### config.mk
export PLATFORM = sky130hd
export DESIGN_NAME = multicycle_control_fsm
export DESIGN_NICKNAME = d
export VERILOG_FILES = /design/src/rtl/mips_ctrl_pkg.sv /design/src/rtl/alu_decoder.sv /design/src/rtl/multicycle_control_fsm.sv
export SDC_FILE = /design/constraint.sdc
export NUM_CORES = 1
export LEC_CHECK = 0
export ABC_AREA = 1
export CAP_MARGIN = 20
export CORE_MARGIN = 1
export CORE_UTILIZATION = 50
export CTS_CLUSTER_SIZE = 30
export DETAILED_ROUTE_END_ITERATION = 10
export DONT_BUFFER_PORTS = 1
export HOLD_SLACK_MARGIN = 0.05
export PLACE_DENSITY_LB_ADDON = 0.3
export SKIP_LAST_GASP = 1
export SYNTH_ARGS = -nofsm -noshare
export SYNTH_HDL_FRONTEND = slang
export SYNTH_HIERARCHICAL = 1
export SYNTH_SLANG_ARGS = --single-unit
### constraint.sdc
create_clock -name clk -period 3 [get_ports clk]
set_input_delay 0.6 -clock clk [delete_from_list [all_inputs] [get_ports clk]]
set_output_delay 0.6 -clock clk [all_outputs]
set_load 0.05 [all_outputs]
### src/rtl/mips_ctrl_pkg.sv
`default_nettype none
// ============================================================================
//  Package     : mips_ctrl_pkg
//  Description : Shared opcodes, funct codes, ALU/mux encodings and state
//                encodings for the multicycle MIPS control unit.
//  Revision    : 1.0 - initial release
// ============================================================================
package mips_ctrl_pkg;

    // Primary opcodes, instr[31:26]
    localparam logic [5:0] OP_RTYPE = 6'b000000;
    localparam logic [5:0] OP_LW    = 6'b100011;
    localparam logic [5:0] OP_SW    = 6'b101011;
    localparam logic [5:0] OP_BEQ   = 6'b000100;
    localparam logic [5:0] OP_ADDI  = 6'b001000;
    localparam logic [5:0] OP_J     = 6'b000010;

    // R-type funct codes, instr[5:0]
    localparam logic [5:0] FUNCT_ADD = 6'h20;
    localparam logic [5:0] FUNCT_SUB = 6'h22;
    localparam logic [5:0] FUNCT_AND = 6'h24;
    localparam logic [5:0] FUNCT_OR  = 6'h25;

    // ALU operation select
    localparam logic [1:0] ALU_ADD = 2'b00;
    localparam logic [1:0] ALU_SUB = 2'b01;
    localparam logic [1:0] ALU_AND = 2'b10;
    localparam logic [1:0] ALU_OR  = 2'b11;

    // ALU B-operand mux
    localparam logic [1:0] SRCB_REG   = 2'b00;
    localparam logic [1:0] SRCB_FOUR  = 2'b01;
    localparam logic [1:0] SRCB_IMM   = 2'b10;
    localparam logic [1:0] SRCB_IMMSH = 2'b11;

    // Next-PC mux
    localparam logic [1:0] PCSRC_ALU    = 2'b00;
    localparam logic [1:0] PCSRC_ALUOUT = 2'b01;
    localparam logic [1:0] PCSRC_JUMP   = 2'b10;

    // Controller states; encodings 13..15 are unused and recover to FETCH
    typedef enum logic [3:0] {
        S_FETCH  = 4'd0,
        S_DECODE = 4'd1,
        S_MEMADR = 4'd2,
        S_MEMRD  = 4'd3,
        S_MEMWB  = 4'd4,
        S_MEMWR  = 4'd5,
        S_EXEC   = 4'd6,
        S_ALUWB  = 4'd7,
        S_BRANCH = 4'd8,
        S_ADDIEX = 4'd9,
        S_ADDIWB = 4'd10,
        S_JUMP   = 4'd11,
        S_INTR   = 4'd12
    } state_t;

endpackage
`default_nettype wire

### src/rtl/alu_decoder.sv
`default_nettype none
// ============================================================================
//  Module      : alu_decoder
//  Description : Maps an R-type funct field to the 2-bit ALU control and
//                reports whether the funct is one the datapath supports.
//  Revision    : 1.0 - initial release
// ============================================================================
module alu_decoder
    import mips_ctrl_pkg::*;
(
    input  logic [5:0] funct,
    output logic [1:0] aluControl,
    output logic       funct_valid
);

    // Unsupported funct codes fall back to ADD and are flagged invalid
    always_comb begin
        aluControl  = ALU_ADD;
        funct_valid = 1'b1;
        case (funct)
            FUNCT_ADD: aluControl = ALU_ADD;
            FUNCT_SUB: aluControl = ALU_SUB;
            FUNCT_AND: aluControl = ALU_AND;
            FUNCT_OR:  aluControl = ALU_OR;
            default:   funct_valid = 1'b0;
        endcase
    end

endmodule
`default_nettype wire

### src/rtl/multicycle_control_fsm.sv
`default_nettype none
// ============================================================================
//  Module      : multicycle_control_fsm
//  Description : Moore controller for the multicycle MIPS datapath. Walks
//                FETCH/DECODE/EXECUTE/MEM/WRITEBACK, drives every datapath
//                strobe and mux select, inserts an interrupt-fetch cycle at
//                instruction boundaries and flags unsupported opcodes.
//  Revision    : 1.0 - initial release
// ============================================================================
module multicycle_control_fsm
    import mips_ctrl_pkg::*;
#(
    parameter bit INT_EN  = 1'b1,
    parameter int STATE_W = 4
) (
    input  logic               clk,
    input  logic               reset,
    input  logic [5:0]         op,
    input  logic [5:0]         funct,
    input  logic               irq,
    output logic [1:0]         aluControl,
    output logic [1:0]         aluSrcB,
    output logic [1:0]         pcSource,
    output logic               aluSrcA,
    output logic               regWrite,
    output logic               regDst,
    output logic               isInterrupted,
    output logic               isBranch,
    output logic               pcWrite,
    output logic               lorD,
    output logic               memWrite,
    output logic               memToReg,
    output logic               IrWrite,
    output logic               irq_ack,
    output logic               illegal_op,
    output logic               retire,
    output logic [STATE_W-1:0] state_dbg
);

    state_t     r_state;
    state_t     w_boundaryNext;
    logic [1:0] w_execAluControl;
    logic       w_functValid;
    logic       w_opValid;

    alu_decoder u_alu_decoder (
        .funct       (funct),
        .aluControl  (w_execAluControl),
        .funct_valid (w_functValid)
    );

    // Where to go after the last cycle of an instruction (or an illegal one)
    assign w_boundaryNext = (INT_EN && irq) ? S_INTR : S_FETCH;

    // Opcodes that DECODE knows how to dispatch
    assign w_opValid = (op == OP_RTYPE) || (op == OP_LW) || (op == OP_SW) ||
                       (op == OP_BEQ)   || (op == OP_ADDI) || (op == OP_J);

    assign state_dbg = STATE_W'(r_state);

    // State register and next-state sequencing
    always_ff @(posedge clk) begin
        if (reset) begin
            r_state <= S_FETCH;
        end else begin
            case (r_state)
                S_FETCH:  r_state <= S_DECODE;
                S_INTR:   r_state <= S_DECODE;
                S_DECODE: begin
                    case (op)
                        OP_RTYPE:     r_state <= S_EXEC;
                        OP_LW, OP_SW: r_state <= S_MEMADR;
                        OP_BEQ:       r_state <= S_BRANCH;
                        OP_ADDI:      r_state <= S_ADDIEX;
                        OP_J:         r_state <= S_JUMP;
                        default:      r_state <= w_boundaryNext;
                    endcase
                end
                S_MEMADR: r_state <= (op == OP_LW) ? S_MEMRD : S_MEMWR;
                S_MEMRD:  r_state <= S_MEMWB;
                S_EXEC:   r_state <= w_functValid ? S_ALUWB : w_boundaryNext;
                S_ADDIEX: r_state <= S_ADDIWB;
                S_MEMWB, S_MEMWR, S_ALUWB,
                S_BRANCH, S_ADDIWB, S_JUMP:
                          r_state <= w_boundaryNext;
                default:  r_state <= S_FETCH;
            endcase
        end
    end

    // Output decode from the current state; everything quiet while in reset
    always_comb begin
        aluControl    = ALU_ADD;
        aluSrcB       = SRCB_REG;
        pcSource      = PCSRC_ALU;
        aluSrcA       = 1'b0;
        regWrite      = 1'b0;
        regDst        = 1'b0;
        isInterrupted = 1'b0;
        isBranch      = 1'b0;
        pcWrite       = 1'b0;
        lorD          = 1'b0;
        memWrite      = 1'b0;
        memToReg      = 1'b0;
        IrWrite       = 1'b0;
        irq_ack       = 1'b0;
        illegal_op    = 1'b0;
        retire        = 1'b0;
        if (!reset) begin
            case (r_state)
                S_FETCH: begin
                    aluSrcB = SRCB_FOUR;
                    IrWrite = 1'b1;
                    pcWrite = 1'b1;
                end
                // Same fetch as FETCH but PC is held so it keeps the return address
                S_INTR: begin
                    aluSrcB       = SRCB_FOUR;
                    IrWrite       = 1'b1;
                    isInterrupted = 1'b1;
                    irq_ack       = 1'b1;
                end
                S_DECODE: begin
                    aluSrcB    = SRCB_IMMSH;
                    illegal_op = !w_opValid;
                end
                S_MEMADR: begin
                    aluSrcA = 1'b1;
                    aluSrcB = SRCB_IMM;
                end
                S_MEMRD: begin
                    lorD = 1'b1;
                end
                S_MEMWB: begin
                    memToReg = 1'b1;
                    regWrite = 1'b1;
                    retire   = 1'b1;
                end
                S_MEMWR: begin
                    lorD     = 1'b1;
                    memWrite = 1'b1;
                    retire   = 1'b1;
                end
                S_EXEC: begin
                    aluSrcA    = 1'b1;
                    aluControl = w_execAluControl;
                    illegal_op = !w_functValid;
                end
                S_ALUWB: begin
                    regDst   = 1'b1;
                    regWrite = 1'b1;
                    retire   = 1'b1;
                end
                // PC update is gated on the zero flag in the datapath
                S_BRANCH: begin
                    aluSrcA    = 1'b1;
                    aluControl = ALU_SUB;
                    isBranch   = 1'b1;
                    pcSource   = PCSRC_ALUOUT;
                    retire     = 1'b1;
                end
                S_ADDIEX: begin
                    aluSrcA = 1'b1;
                    aluSrcB = SRCB_IMM;
                end
                S_ADDIWB: begin
                    regWrite = 1'b1;
                    retire   = 1'b1;
                end
                S_JUMP: begin
                    pcWrite  = 1'b1;
                    pcSource = PCSRC_JUMP;
                    retire   = 1'b1;
                end
                default: ;
            endcase
        end
    end

endmodule
`default_nettype wire

Word-level counts from Yosys, hierarchy flattened
Cells that the tools add are included.

word-level totals
  bits in registers = 4

operators by class
  equal/unequal tests = 21
  multiplexer cells = 37
  reduce and logical (&&, ||, !) cells = 18

operator list
  operator                                        number
  == test 6 bit (second input constant)           6
  case mux 4 bit (7 select lines)                 1
  two-way mux 1 bit                               24
  == test 4 bit (second input constant)           5
  case mux 4 bit (5 select lines)                 1
  == test 4 x 3 -> 1 bit (second input constant)  4
  case mux 2 bit (3 select lines)                 2
  OR reduction 2 bit                              5
  == test 4 x 2 -> 1 bit (second input constant)  2
  two-way mux 4 bit                               2
  case mux 2 bit (2 select lines)                 2
  OR reduction 4 bit                              2
  == test 6 x 2 -> 1 bit (second input constant)  1
  == test 6 x 3 -> 1 bit (second input constant)  1
  == test 6 x 4 -> 1 bit (second input constant)  1
  zero test 6 bit                                 1
  two-way mux 2 bit                               3
  OR reduction 6 bit                              1
  logical OR 1 bit                                5
  == test 4 x 1 -> 1 bit (second input constant)  1
  zero test 4 bit                                 1
  two-way mux 3 bit                               1
  OR reduction 3 bit                              1
  zero test 1 bit                                 2
  case mux 1 bit (2 select lines)                 1

Longest topological paths before layout
Gate-level depths: netlist of the first run.

  depth after elaboration = 9
  mapped depth = 9
  gate-level depth less buffers = 9

Modules after synthesis
Netlist of the first run, hierarchy kept.

by module, submodules not included
  module                  times used  cells an instance  area each (µm²)
  multicycle_control_fsm  1           111                573.0
  alu_decoder             1           16                 75.1

Worst setup path before layout of the first run
Ideal clock, no wire load.

  path type = register -> output
  start point = register r_state[3] (netlist: state_dbg[3])
  end point = output isInterrupted
  arrival time = 2.369 ns
  data required time = 2.400 ns
  setup slack = 0.031 ns
  cell stages (with the launch flop) = 4
  buffers on the path = 1
  cell sequence = dfxtp_1 -> nand2_1 -> nor3_1 -> buf_4

between the ends
  longest elaborated chain between the ends = 3

RTL lines
  what                             RTL line                      text
  from (decl)                      multicycle_control_fsm.sv:40  state_t r_state;
  from (signal assigned)           multicycle_control_fsm.sv:76  default: r_state <= w_boundaryNext;
  from (signal assigned)           multicycle_control_fsm.sv:79  S_MEMADR: r_state <= (op == OP_LW) ? S_MEMRD : S_MEMWR;
  from (signal assigned)           multicycle_control_fsm.sv:81  S_EXEC: r_state <= w_functValid ? S_ALUWB : w_boundaryNext;
  == test 4 bit                    n/a
  two-way mux 1 bit (2 in series)  n/a
  to (decl)                        multicycle_control_fsm.sv:27  output logic isInterrupted,

Every way passes these cells.

Worst setup path in the final report of the first run
  start point = register r_state[3] (netlist: state_dbg[3])
  end point = output aluSrcA

between the ends
  longest elaborated chain between the ends = 4
  elaborated cells between the ends (all ways) = 7

RTL lines
  what                                         RTL line                       text
  == test 4 bit, or another cell as far along  multicycle_control_fsm.sv:110  case (r_state)
  OR reduction 4 bit (no source line) *        n/a
  two-way mux 1 bit *                          multicycle_control_fsm.sv:110
  two-way mux 1 bit *                          multicycle_control_fsm.sv:109  if (!reset) begin
  to (decl)                                    multicycle_control_fsm.sv:24   output logic aluSrcA,

Mark *: on every way between the ends. The rest lies on a longest branch, timed or not.

==> results of run 1 <==
[metal layers]
| metal | wire [microns] | share of wire (%) |
|---|---|---|
| met3 | 125 | 7.8 |
| met1 | 635 | 40 |
| met5 | 0 | 0 |
| met4 | 11 | 0.69 |
| met2 | 832 | 52 |
[power by group]
part	leakage, nW	total (W)	switching (W)	internal, W
logic	0.394	0.000402	0.000294	0.000108
registers	0.0328	0.0000849	0.0000193	0.0000656
clock network	0.0138	0.0000648	0.0000202	0.0000446
[cell usage in the layout (no fill, tap or decap), drive strengths merged]
master	instances
a31oi	4
nand3	13
a21oi	11
inv	23
nand2	27
or2	1
o21a	1
nand3b	1
nor3	2
clkbuf	3
dfxtp	4
o21ai	3
nor2	33
buf	21
[kinds of logic (layout without fill, tap and decap cells)]
kind of cell	count (synthesis)	in the layout
AOI/OAI and AO/OA	19	19
buffers and inverters	27	47
DFF	4	4
and+or+nand+nor	77	77
[final cells by class]
class / count / area (sq um) / share of cell area, %
inverter: 23 / 86.3 / 10.3
sequential: 4 / 80.1 / 9.60
tap: 14 / 17.5 / 2.10
timing repair buffer: 21 / 161 / 19.3
multi-input combinational: 96 / 467 / 55.9
clock buffer: 3 / 22.5 / 2.70
[per-stage QoR]
stage	area [sq um]	setup slack (ns)	cells
5_1_grt	835	0.427	161
3_3_place_gp	812	0.855	158
4_1_cts	835	0.572	161
6_report	835	0.574	161
3_5_place_dp	812	0.830	158
2_1_floorplan	648	0.0310	127
[path summary, 6_finish.rpt]
kind / from / to / slack, ns
setup / recovery: state_dbg[3]$_SDFF_PP0_ / aluSrcA / 0.57
hold / removal: reset / state_dbg[2]$_SDFF_PP0_ / 0.44
setup reg to reg: state_dbg[3]$_SDFF_PP0_ / state_dbg[3]$_SDFF_PP0_ / 1.33
hold reg to reg: state_dbg[2]$_SDFF_PP0_ / state_dbg[0]$_SDFF_PP0_ / 0.89
==> flow_metrics.env, run 1 <==
export IMPL_reg2reg_depth=6
export IMPL_syn_inst=127
export IMPL_use_met3_pct=5.23
export IMPL_synth_area_sq_um=648
export IMPL_path_max_fanout=6
export IMPL_start_kind="flop"
export IMPL_cp_end_kind="output port"
export IMPL_fin_util_pct=72.2
export IMPL_yosys_top_cells_count="nand2_1 (26), nor2_1 (26), inv_1 (20)"
export IMPL_avgSynthCellArea_sq_um=5.10
export IMPL_synthesis_nets=142
export IMPL_die_w_microns=38.0
export IMPL_clockRootBuffer="clkbuf_4"
export IMPL_core_sq_um=1160
export IMPL_synth_compound_area_share_pct=17.0
export IMPL_synth_enable_flop_cells=0
export IMPL_drc=0
export IMPL_gp_congestion=0.888
export IMPL_setup_violations_final=0
export IMPL_fin_skew_ns=0.00285
export IMPL_area_growth_pct=28.8
export IMPL_wl_per_cell_microns=9.97
export IMPL_critPathBufInv=1
export IMPL_grt_start_max_net_pins=22
export IMPL_status="completed"
export IMPL_hold_buffers=0
export IMPL_critPathRequiredTime_ns=2.40
export IMPL_clk_pin_slew_ns=0.03
export IMPL_synth_area_mux_share_pct=0
export IMPL_synth_adder_area_share_pct=0
export IMPL_top_usage_layer="met2"
export IMPL_power_density_nw_per_um2=661
export IMPL_post_cts_buffers=0
export IMPL_min_path_type="input pin to flop"
export IMPL_largest_register_ffs=4
export IMPL_dr_total_vias=857
export IMPL_insertion_delay_ns=0.23
export IMPL_synth_top_family_by_area="simple AND/OR/NAND/NOR gates"
export IMPL_drive_gt1_share_pct=26.5
export IMPL_path_common_cell="nor2_1"
export IMPL_setup_tns_ns=0
export IMPL_dp_hpwl_microns=1340
export IMPL_drt_pre_antenna_iters=4
export IMPL_criticalPathCategory="flop to output port"
export IMPL_crit_cells=5
export IMPL_io_pins=38
export IMPL_rsz0062_at_grt="false"
export IMPL_htree_levels=1
export IMPL_fmax_mhz=412
export IMPL_cts_sinks=4
export IMPL_arrival_ns=1.83
export IMPL_synth_seq_cells=4
export IMPL_post_route_period_util_pct=80.9
export IMPL_antenna_found_initial=0
export IMPL_p_leak_nw=0.441
export IMPL_yosys_area_share_simple_pct=53.9
export IMPL_drv_slew=0
export IMPL_vias_per_cell=5.32
export IMPL_fp_row_count=12
export IMPL_whs_ns=0.443
export IMPL_yosysTopAreaCell="nand2_1"
export IMPL_dieHeight_microns=38.0
export IMPL_die_area_sq_um=1440
export IMPL_n_fill_cell=97
export IMPL_cp_slowest_cell="dfxtp_1"
export IMPL_grtUsageMet2_pct=45.3
export IMPL_grt_pass1_vias=629
export IMPL_synth_area_leaders="nand2_1 (15%), nor2_1 (15%), dfxtp_1 (12%)"
export IMPL_grtUsageMet1_pct=24.3
export IMPL_crit_family="flip-flops"
export IMPL_tritoncts="done"
export IMPL_clockBufferDepth=2
export IMPL_finalWirelength_microns=1610
export IMPL_ctsResizeCount=0
export IMPL_grt_pass1_wl_microns=2390
export IMPL_synth_warnings=6
export IMPL_portBuffers=0
export IMPL_report_final_hold_viol_count=0
export IMPL_period_minus_slack_ns=2.43
export IMPL_cts_inserted_buffers=3
export IMPL_synth_top_cell_area_share_pct=15.1
export IMPL_finalPower_w=0.000552
export IMPL_hold_depth=1
export IMPL_peakVddDrop_v=0.000435
export IMPL_diodes=0
export IMPL_ys_seq_area_share_pct=12.4
export IMPL_drt_iter0_drc=60
export IMPL_grt_ovfl_total=0
export IMPL_ant_nets=0
export IMPL_max_cap_violations=0
export IMPL_synthXorXnorAreaFrac_pct=0
export IMPL_ys_flop_type="dfxtp_1"
export IMPL_synthArstFlopShare_pct=0
export IMPL_fin_nets=164
export IMPL_worst_pin_slew_ns=0.640
export IMPL_path_cells="nand2_1 -> nor2_1 -> nor2_1 -> a31oi_1 -> buf_4"
export IMPL_ys_types=20
export IMPL_start_util_pct=56.1
export IMPL_max_slew_margin_rel_pct=57.3
export IMPL_grt_usage_pct=23.3
export IMPL_cpPeakStageDelay_ns=0.72
No activity file was read; power rests on OpenSTA's default activity.
==> run 2: changes to the inputs <==
Clock period 3 ns to 2.45 ns, I/O delays scaled along.
==> run 2 against run 1 <==
Critical path type unchanged. Critical endpoint is now illegal_op. Design area rose by 4.0%. Final cell count did not move. First-iteration DRC count fell by 65%. Highest routed layer unchanged. Via count fell by 2.2%. Sequential power rose by 12%.
==> flow_metrics.env, run 2 (synthesized netlist as in run 1, its figures left out) <==
export IMPL_fin_skew_ns=0.00140
export IMPL_htree_levels=1
export IMPL_clk_pin_slew_ns=0.04
export IMPL_die_w_microns=38.0
export IMPL_core_sq_um=1160
export IMPL_path_cells="nand2_2 -> nor2_4 -> inv_2 -> or2_0 -> a21oi_2 -> buf_12"
export IMPL_grt_usage_pct=23.9
export IMPL_cts_sinks=4
export IMPL_cp_slowest_cell="dfxtp_1"
export IMPL_start_kind="flop"
export IMPL_critPathBufInv=2
export IMPL_max_cap_violations=0
export IMPL_drt_iter0_drc=21
export IMPL_drc=0
export IMPL_crit_family="simple AND/OR/NAND/NOR gates"
export IMPL_setup_tns_ns=0
export IMPL_p_leak_nw=0.450
export IMPL_finalWirelength_microns=1640
export IMPL_dp_cells=158
export IMPL_dp_slack_ns=0.569
export IMPL_min_path_type="input pin to flop"
export IMPL_worst_pin_slew_ns=0.277
export IMPL_ctsResizeCount=0
export IMPL_drv_slew=0
export IMPL_final_cells=161
export IMPL_drt_pre_antenna_iters=4
export IMPL_multi_input_area_sq_um=479
export IMPL_period_minus_slack_ns=2.10
export IMPL_area_growth_pct=34.0
export IMPL_power_density_nw_per_um2=812
export IMPL_status="completed"
export IMPL_hold_buffers=0
export IMPL_largest_register_ffs=4
export IMPL_setup_ws_ns=0.348
export IMPL_setup_violations_final=0
export IMPL_arrival_ns=1.61
export IMPL_layout_common_cells="nand2_1 (26), nor2_1 (25), inv_1 (20), buf_4 (19), nand3_1 (13)"
export IMPL_antenna_found_initial=0
export IMPL_dp_hpwl_microns=1370
export IMPL_insertion_delay_ns=0.23
export IMPL_post_route_period_util_pct=85.8
export IMPL_cts_inserted_buffers=3
export IMPL_post_cts_buffers=0
export IMPL_ant_nets=0
export IMPL_dieHeight_microns=38.0
export IMPL_grt_pass1_vias=661
export IMPL_seq_area_sq_um=80.1
export IMPL_io_pins=38
export IMPL_wl_per_cell_microns=10.2
export IMPL_cpPeakStageDelay_ns=0.42
export IMPL_fin_nets=164
export IMPL_gp_congestion=0.895
export IMPL_start_util_pct=56.1
export IMPL_portBuffers=0
export IMPL_final_common_cell="nand2_1"
export IMPL_grt_ovfl_total=0
export IMPL_n_fill_cell=90
export IMPL_tritoncts="done"
export IMPL_max_slew_margin_rel_pct=81.7
export IMPL_vias_per_cell=5.20
export IMPL_grt_start_max_net_pins=22
export IMPL_drive_gt1_share_pct=27.2
export IMPL_criticalPathCategory="flop to output port"
export IMPL_final_area_sq_um=868
export IMPL_clockRootBuffer="clkbuf_4"
export IMPL_postPlaceCellArea_sq_um=846
export IMPL_path_max_fanout=6
export IMPL_report_final_hold_viol_count=0
export IMPL_fmax_mhz=476
export IMPL_critPathRequiredTime_ns=1.96
export IMPL_dr_total_vias=838
export IMPL_fp_row_count=12
export IMPL_diodes=0
export IMPL_peakVddDrop_v=0.000552
export IMPL_rsz0062_at_grt="false"
export IMPL_finalPower_w=0.000705
export IMPL_cp_end_kind="output port"
export IMPL_grt_pass1_wl_microns=2460
export IMPL_die_area_sq_um=1440
export IMPL_clockBufferDepth=2
==> run 2: changes by cell type in the layout (fill, tap and decap cells not counted) <==
cell     previous run  this run
buf_4              20        19
a31oi_2             0         1
buf_6               1         0
nor3_2              1         0
a31oi_1             4         3
nor3_4              0         1
buf_12              0         2
==> run 2: layout make-up <==
class,count,area share (%)
inverter,23,9.94
tap,14,2.02
timing repair buffer,21,21.0
multi-input combinational,96,55.2
clock buffer,3,2.59
sequential,4,9.22
==> run 2: path summary, 6_finish.rpt <==
check,startpoint,depth (start not counted),end,slack [ns]
worst max-delay path,state_dbg[1]$_SDFF_PP0_,6,illegal_op,0.35
worst min-delay path,reset,1,state_dbg[2]$_SDFF_PP0_,0.33
worst max register to register,state_dbg[0]$_SDFF_PP0_,5,state_dbg[0]$_SDFF_PP0_,1.19
worst min register to register,state_dbg[2]$_SDFF_PP0_,4,state_dbg[0]$_SDFF_PP0_,0.75
==> run 2: per-stage QoR <==
stage	hold WS, ns	util (%)
CTS	0.318	75.1
floorplan	0.680	-
finish	0.328	75.1
detailed placement	0.565	73.2
global placement	0.567	73.2
global route	0.317	75.1
==> run 2: per-layer routing <==
layer  wire length (microns)  share of wire, %  vias up  track usage [%]
met5                       0                 0        -                0
met4                      18               1.1        0             8.04
met3                     130               7.9        2             5.81
met2                     845                52       47             43.1
met1                     642                39      347             27.1
li1                        -                 -      442                -
==> run 2: power by group <==
part	total, W	switching (W)	internal, W
Sequential	0.0000955	0.0000149	0.0000806
Combinational	0.000528	0.000378	0.000151
Clock	0.0000813	0.0000266	0.0000548
Total	0.000705	0.000419	0.000286
==> run 3: changes to the inputs <==
Settings changed: CTS_BUF_LIST set to sky130_fd_sc_hd__clkbuf_16.
Clock period 2.45 ns to 1.7 ns, I/O delays scaled along.
==> run 3 against run 2 <==
The run now fails in 4_1_cts. Synthesized area unchanged. Synthesized cell count did not move.
==> flow_metrics.env, run 3 <==
export IMPL_dp_hpwl_microns=1790
export IMPL_ys_seq_area_share_pct=12.4
export IMPL_ys_types=20
export IMPL_fp_row_count=12
export IMPL_status="aborted with a tool error"
export IMPL_avgSynthCellArea_sq_um=5.10
export IMPL_dp_slack_ns=0.0483
export IMPL_yosys_top_cells_count="nand2_1 (26), nor2_1 (26), inv_1 (20)"
export IMPL_synth_area_leaders="nand2_1 (15%), nor2_1 (15%), dfxtp_1 (12%)"
export IMPL_cts_sinks=4
export IMPL_synthesis_nets=142
export IMPL_htree_levels=1
export IMPL_io_pins=38
export IMPL_synth_enable_flop_cells=0
export IMPL_hold_buffers=0
export IMPL_dieHeight_microns=38.0
export IMPL_postPlaceCellArea_sq_um=1060
export IMPL_ctsResizeCount=30
export IMPL_post_cts_buffers=9
export IMPL_synth_area_sq_um=648
export IMPL_syn_inst=127
export IMPL_ys_flop_type="dfxtp_1"
export IMPL_yosysTopAreaCell="nand2_1"
export IMPL_synthArstFlopShare_pct=0
export IMPL_clockBufferDepth=2
export IMPL_synth_warnings=6
export IMPL_synth_top_cell_area_share_pct=15.1
export IMPL_die_w_microns=38.0
export IMPL_synth_seq_cells=4
export IMPL_haltStage="4_1_cts"
export IMPL_error="[ERROR DPL-0038] Utilization greater than 100%, impossible to legalize"
export IMPL_gp_congestion=0.946
export IMPL_start_util_pct=56.1
export IMPL_portBuffers=0
export IMPL_clockRootBuffer="clkbuf_16"
export IMPL_cts_inserted_buffers=3
==> run 3: logic make-up after synthesis <==
group                  count (synthesis)  share of synthesized area (%)
and+or+nand+nor                       77                           53.9
DFF                                    4                           12.4
AOI/OAI and AO/OA                     19                           17.0
buffers and inverters                 27                           16.8
==> run 3: stage by stage <==
stage,cells,TNS [ns]
after detailed placement,159,0
after global placement,159,0
after floorplan,127,-0.0210
==> run 4: changes to the inputs <==
Settings changed: CORE_AREA set to 2 2 63 65, CORE_MARGIN 1 to not set, CORE_UTILIZATION 50 to not set, CTS_BUF_LIST sky130_fd_sc_hd__clkbuf_16 to not set, CTS_CLUSTER_SIZE 30 to not set, DIE_AREA set to 0 0 65 67, HOLD_SLACK_MARGIN 0.05 to not set, PLACE_DENSITY_LB_ADDON 0.3 to 0.15.
Clock period 1.7 ns to 2.2 ns, I/O delays scaled along.
==> run 4 against run 3 <==
The run now ends clean.
==> flow_metrics.env, run 4 (synthesized netlist as in run 1, its figures left out) <==
export IMPL_report_final_hold_viol_count=0
export IMPL_period_minus_slack_ns=2.06
export IMPL_dieHeight_microns=67
export IMPL_postPlaceCellArea_sq_um=943
export IMPL_die_area_sq_um=4360
export IMPL_largest_register_ffs=4
export IMPL_critPathRequiredTime_ns=1.76
export IMPL_cp_slowest_cell="dfxtp_2"
export IMPL_top_usage_layer="met2"
export IMPL_finalWirelength_microns=1870
export IMPL_cts_inserted_buffers=3
export IMPL_fp_row_count=22
export IMPL_path_cells="nand2_1 -> nor2_1 -> inv_1 -> a31oi_2 -> buf_12"
export IMPL_post_cts_buffers=0
export IMPL_drt_pre_antenna_iters=4
export IMPL_area_growth_pct=52.3
export IMPL_clk_pin_slew_ns=0.03
export IMPL_cp_end_kind="output port"
export IMPL_grt_usage_pct=8.61
export IMPL_dp_hpwl_microns=1620
export IMPL_reg2reg_to="state_dbg[3]$_SDFF_PP0_"
export IMPL_max_slew_margin_rel_pct=76.2
export IMPL_critPathBufInv=2
export IMPL_start_kind="flop"
export IMPL_min_to="state_dbg[3]$_SDFF_PP0_"
export IMPL_drt_iter0_drc=40
export IMPL_fin_skew_ns=0.00326
export IMPL_die_w_microns=65
export IMPL_final_common_cell="nand2_1"
export IMPL_grtUsageMet1_pct=12.0
export IMPL_drv_slew=0
export IMPL_grt_ovfl_total=0
export IMPL_drc=0
export IMPL_reg2reg_depth=6
export IMPL_n_fill_cell=424
export IMPL_cpPeakStageDelay_ns=0.54
export IMPL_post_route_period_util_pct=93.5
export IMPL_cts_sinks=4
export IMPL_insertion_delay_ns=0.21
export IMPL_wl_per_cell_microns=9.66
export IMPL_clockBufferDepth=2
export IMPL_final_area_sq_um=987
export IMPL_tritoncts="done"
export IMPL_layout_common_cells="nand2_1 (26), nor2_1 (23), inv_1 (20), buf_4 (15), nand3_1 (13)"
export IMPL_grtUsageMet2_pct=13.0
export IMPL_fin_util_pct=27.4
export IMPL_peakVddDrop_v=0.000250
export IMPL_drive_gt1_share_pct=30.8
export IMPL_worst_pin_slew_ns=0.357
export IMPL_hold_depth=1
export IMPL_use_met3_pct=2.20
export IMPL_multi_input_area_sq_um=505
export IMPL_p_leak_nw=0.462
export IMPL_reg2reg_setup_slack_ns=0.77
export IMPL_dr_total_vias=788
export IMPL_htree_levels=1
export IMPL_seq_area_sq_um=81.3
export IMPL_criticalPathCategory="flop to output port"
export IMPL_ant_nets=0
export IMPL_grt_start_max_net_pins=22
export IMPL_start_util_pct=18.0
export IMPL_crit_family="flip-flops"
export IMPL_vias_per_cell=4.06
export IMPL_arrival_ns=1.62
export IMPL_clockRootBuffer="clkbuf_8"
export IMPL_max_cap_violations=0
export IMPL_min_from="reset"
export IMPL_crit_start="state_dbg[3]$_SDFF_PP0_"
export IMPL_io_pins=38
export IMPL_rr_startpoint="state_dbg[3]$_SDFF_PP0_"
export IMPL_status="completed"
export IMPL_path_max_fanout=6
export IMPL_antenna_found_initial=0
export IMPL_portBuffers=0
export IMPL_core_sq_um=3610
export IMPL_power_density_nw_per_um2=879
export IMPL_rsz0062_at_grt="false"
export IMPL_fmax_mhz=486
export IMPL_diodes=0
export IMPL_grt_pass1_vias=716
export IMPL_min_path_type="input pin to flop"
export IMPL_gp_congestion=0.819
export IMPL_fin_nets=163
export IMPL_grt_pass1_wl_microns=3010
export IMPL_setup_violations_final=0
==> run 4: worst register-to-register path, stage by stage (launching register included) <==
cell and delay, ns:
dfxtp_2 0.54, nand2_1 0.22, o21ai_2 0.21, nand2_1 0.08, o21ai_0 0.09, a21oi_1 0.06, a21oi_1 0.15
==> run 4: what timing repair did <==
action                                 4_1_cts  5_1_grt
endpoints found under the hold margin        0        0
resized for setup                            0        1
hold buffers                                 0        0
setup endpoints to repair                    0        4
==> run 4: area by class of cell <==
type                    instances  area share, %
inverters                      23           8.75
well taps                      48           6.08
repair buffers                 20           21.5
flip-flops and latches          4           8.24
clock buffers                   3           4.18
multi-input cells              96           51.2
==> run 4: worst max path at each step <==
| stage | to | slack [ns] | cells past startpoint |
|---|---|---|---|
| finish | aluSrcA | 0.14 | 5 |
| global route | aluSrcB[1] | 0.0002 | 5 |
| CTS | aluSrcB[0] | 0.12 | 6 |
| detailed placement | aluSrcB[0] | 0.35 | 6 |
| global placement | illegal_op | 0.34 | 6 |
| floorplan | aluSrcB[0] | -0.29 | 6 |
==> run 4: per-layer routing <==
metal,vias to the layer above,wire length [microns]
met3,0,169
met4,0,0
met5,-,0
li1,432,-
met1,327,911
met2,29,793
==> run 4: power breakdown <==
part	switching (W)	total, W	internal [W]	leakage, nW
Sequential	0.0000367	0.000128	0.0000910	0.0332
Clock	0.0000322	0.000148	0.000116	0.0216
Combinational	0.000411	0.000591	0.000181	0.407
Total	0.000480	0.000867	0.000388	0.462
==> run 4: through the flow <==
step | std cells | hold slack [ns] | TNS, ns | power [W] | worst slack [ns]
after floorplan | 127 | 0.630 | -0.666 | 0.000559 | -0.286
after global placement | 191 | 0.522 | 0 | 0.000725 | 0.343
after detailed placement | 191 | 0.521 | 0 | 0.000722 | 0.351
after CTS | 194 | 0.297 | 0 | 0.000876 | 0.116
after global routing | 194 | 0.293 | 0 | 0.000929 | 0.000153
final | 194 | 0.304 | 0 | 0.000867 | 0.143
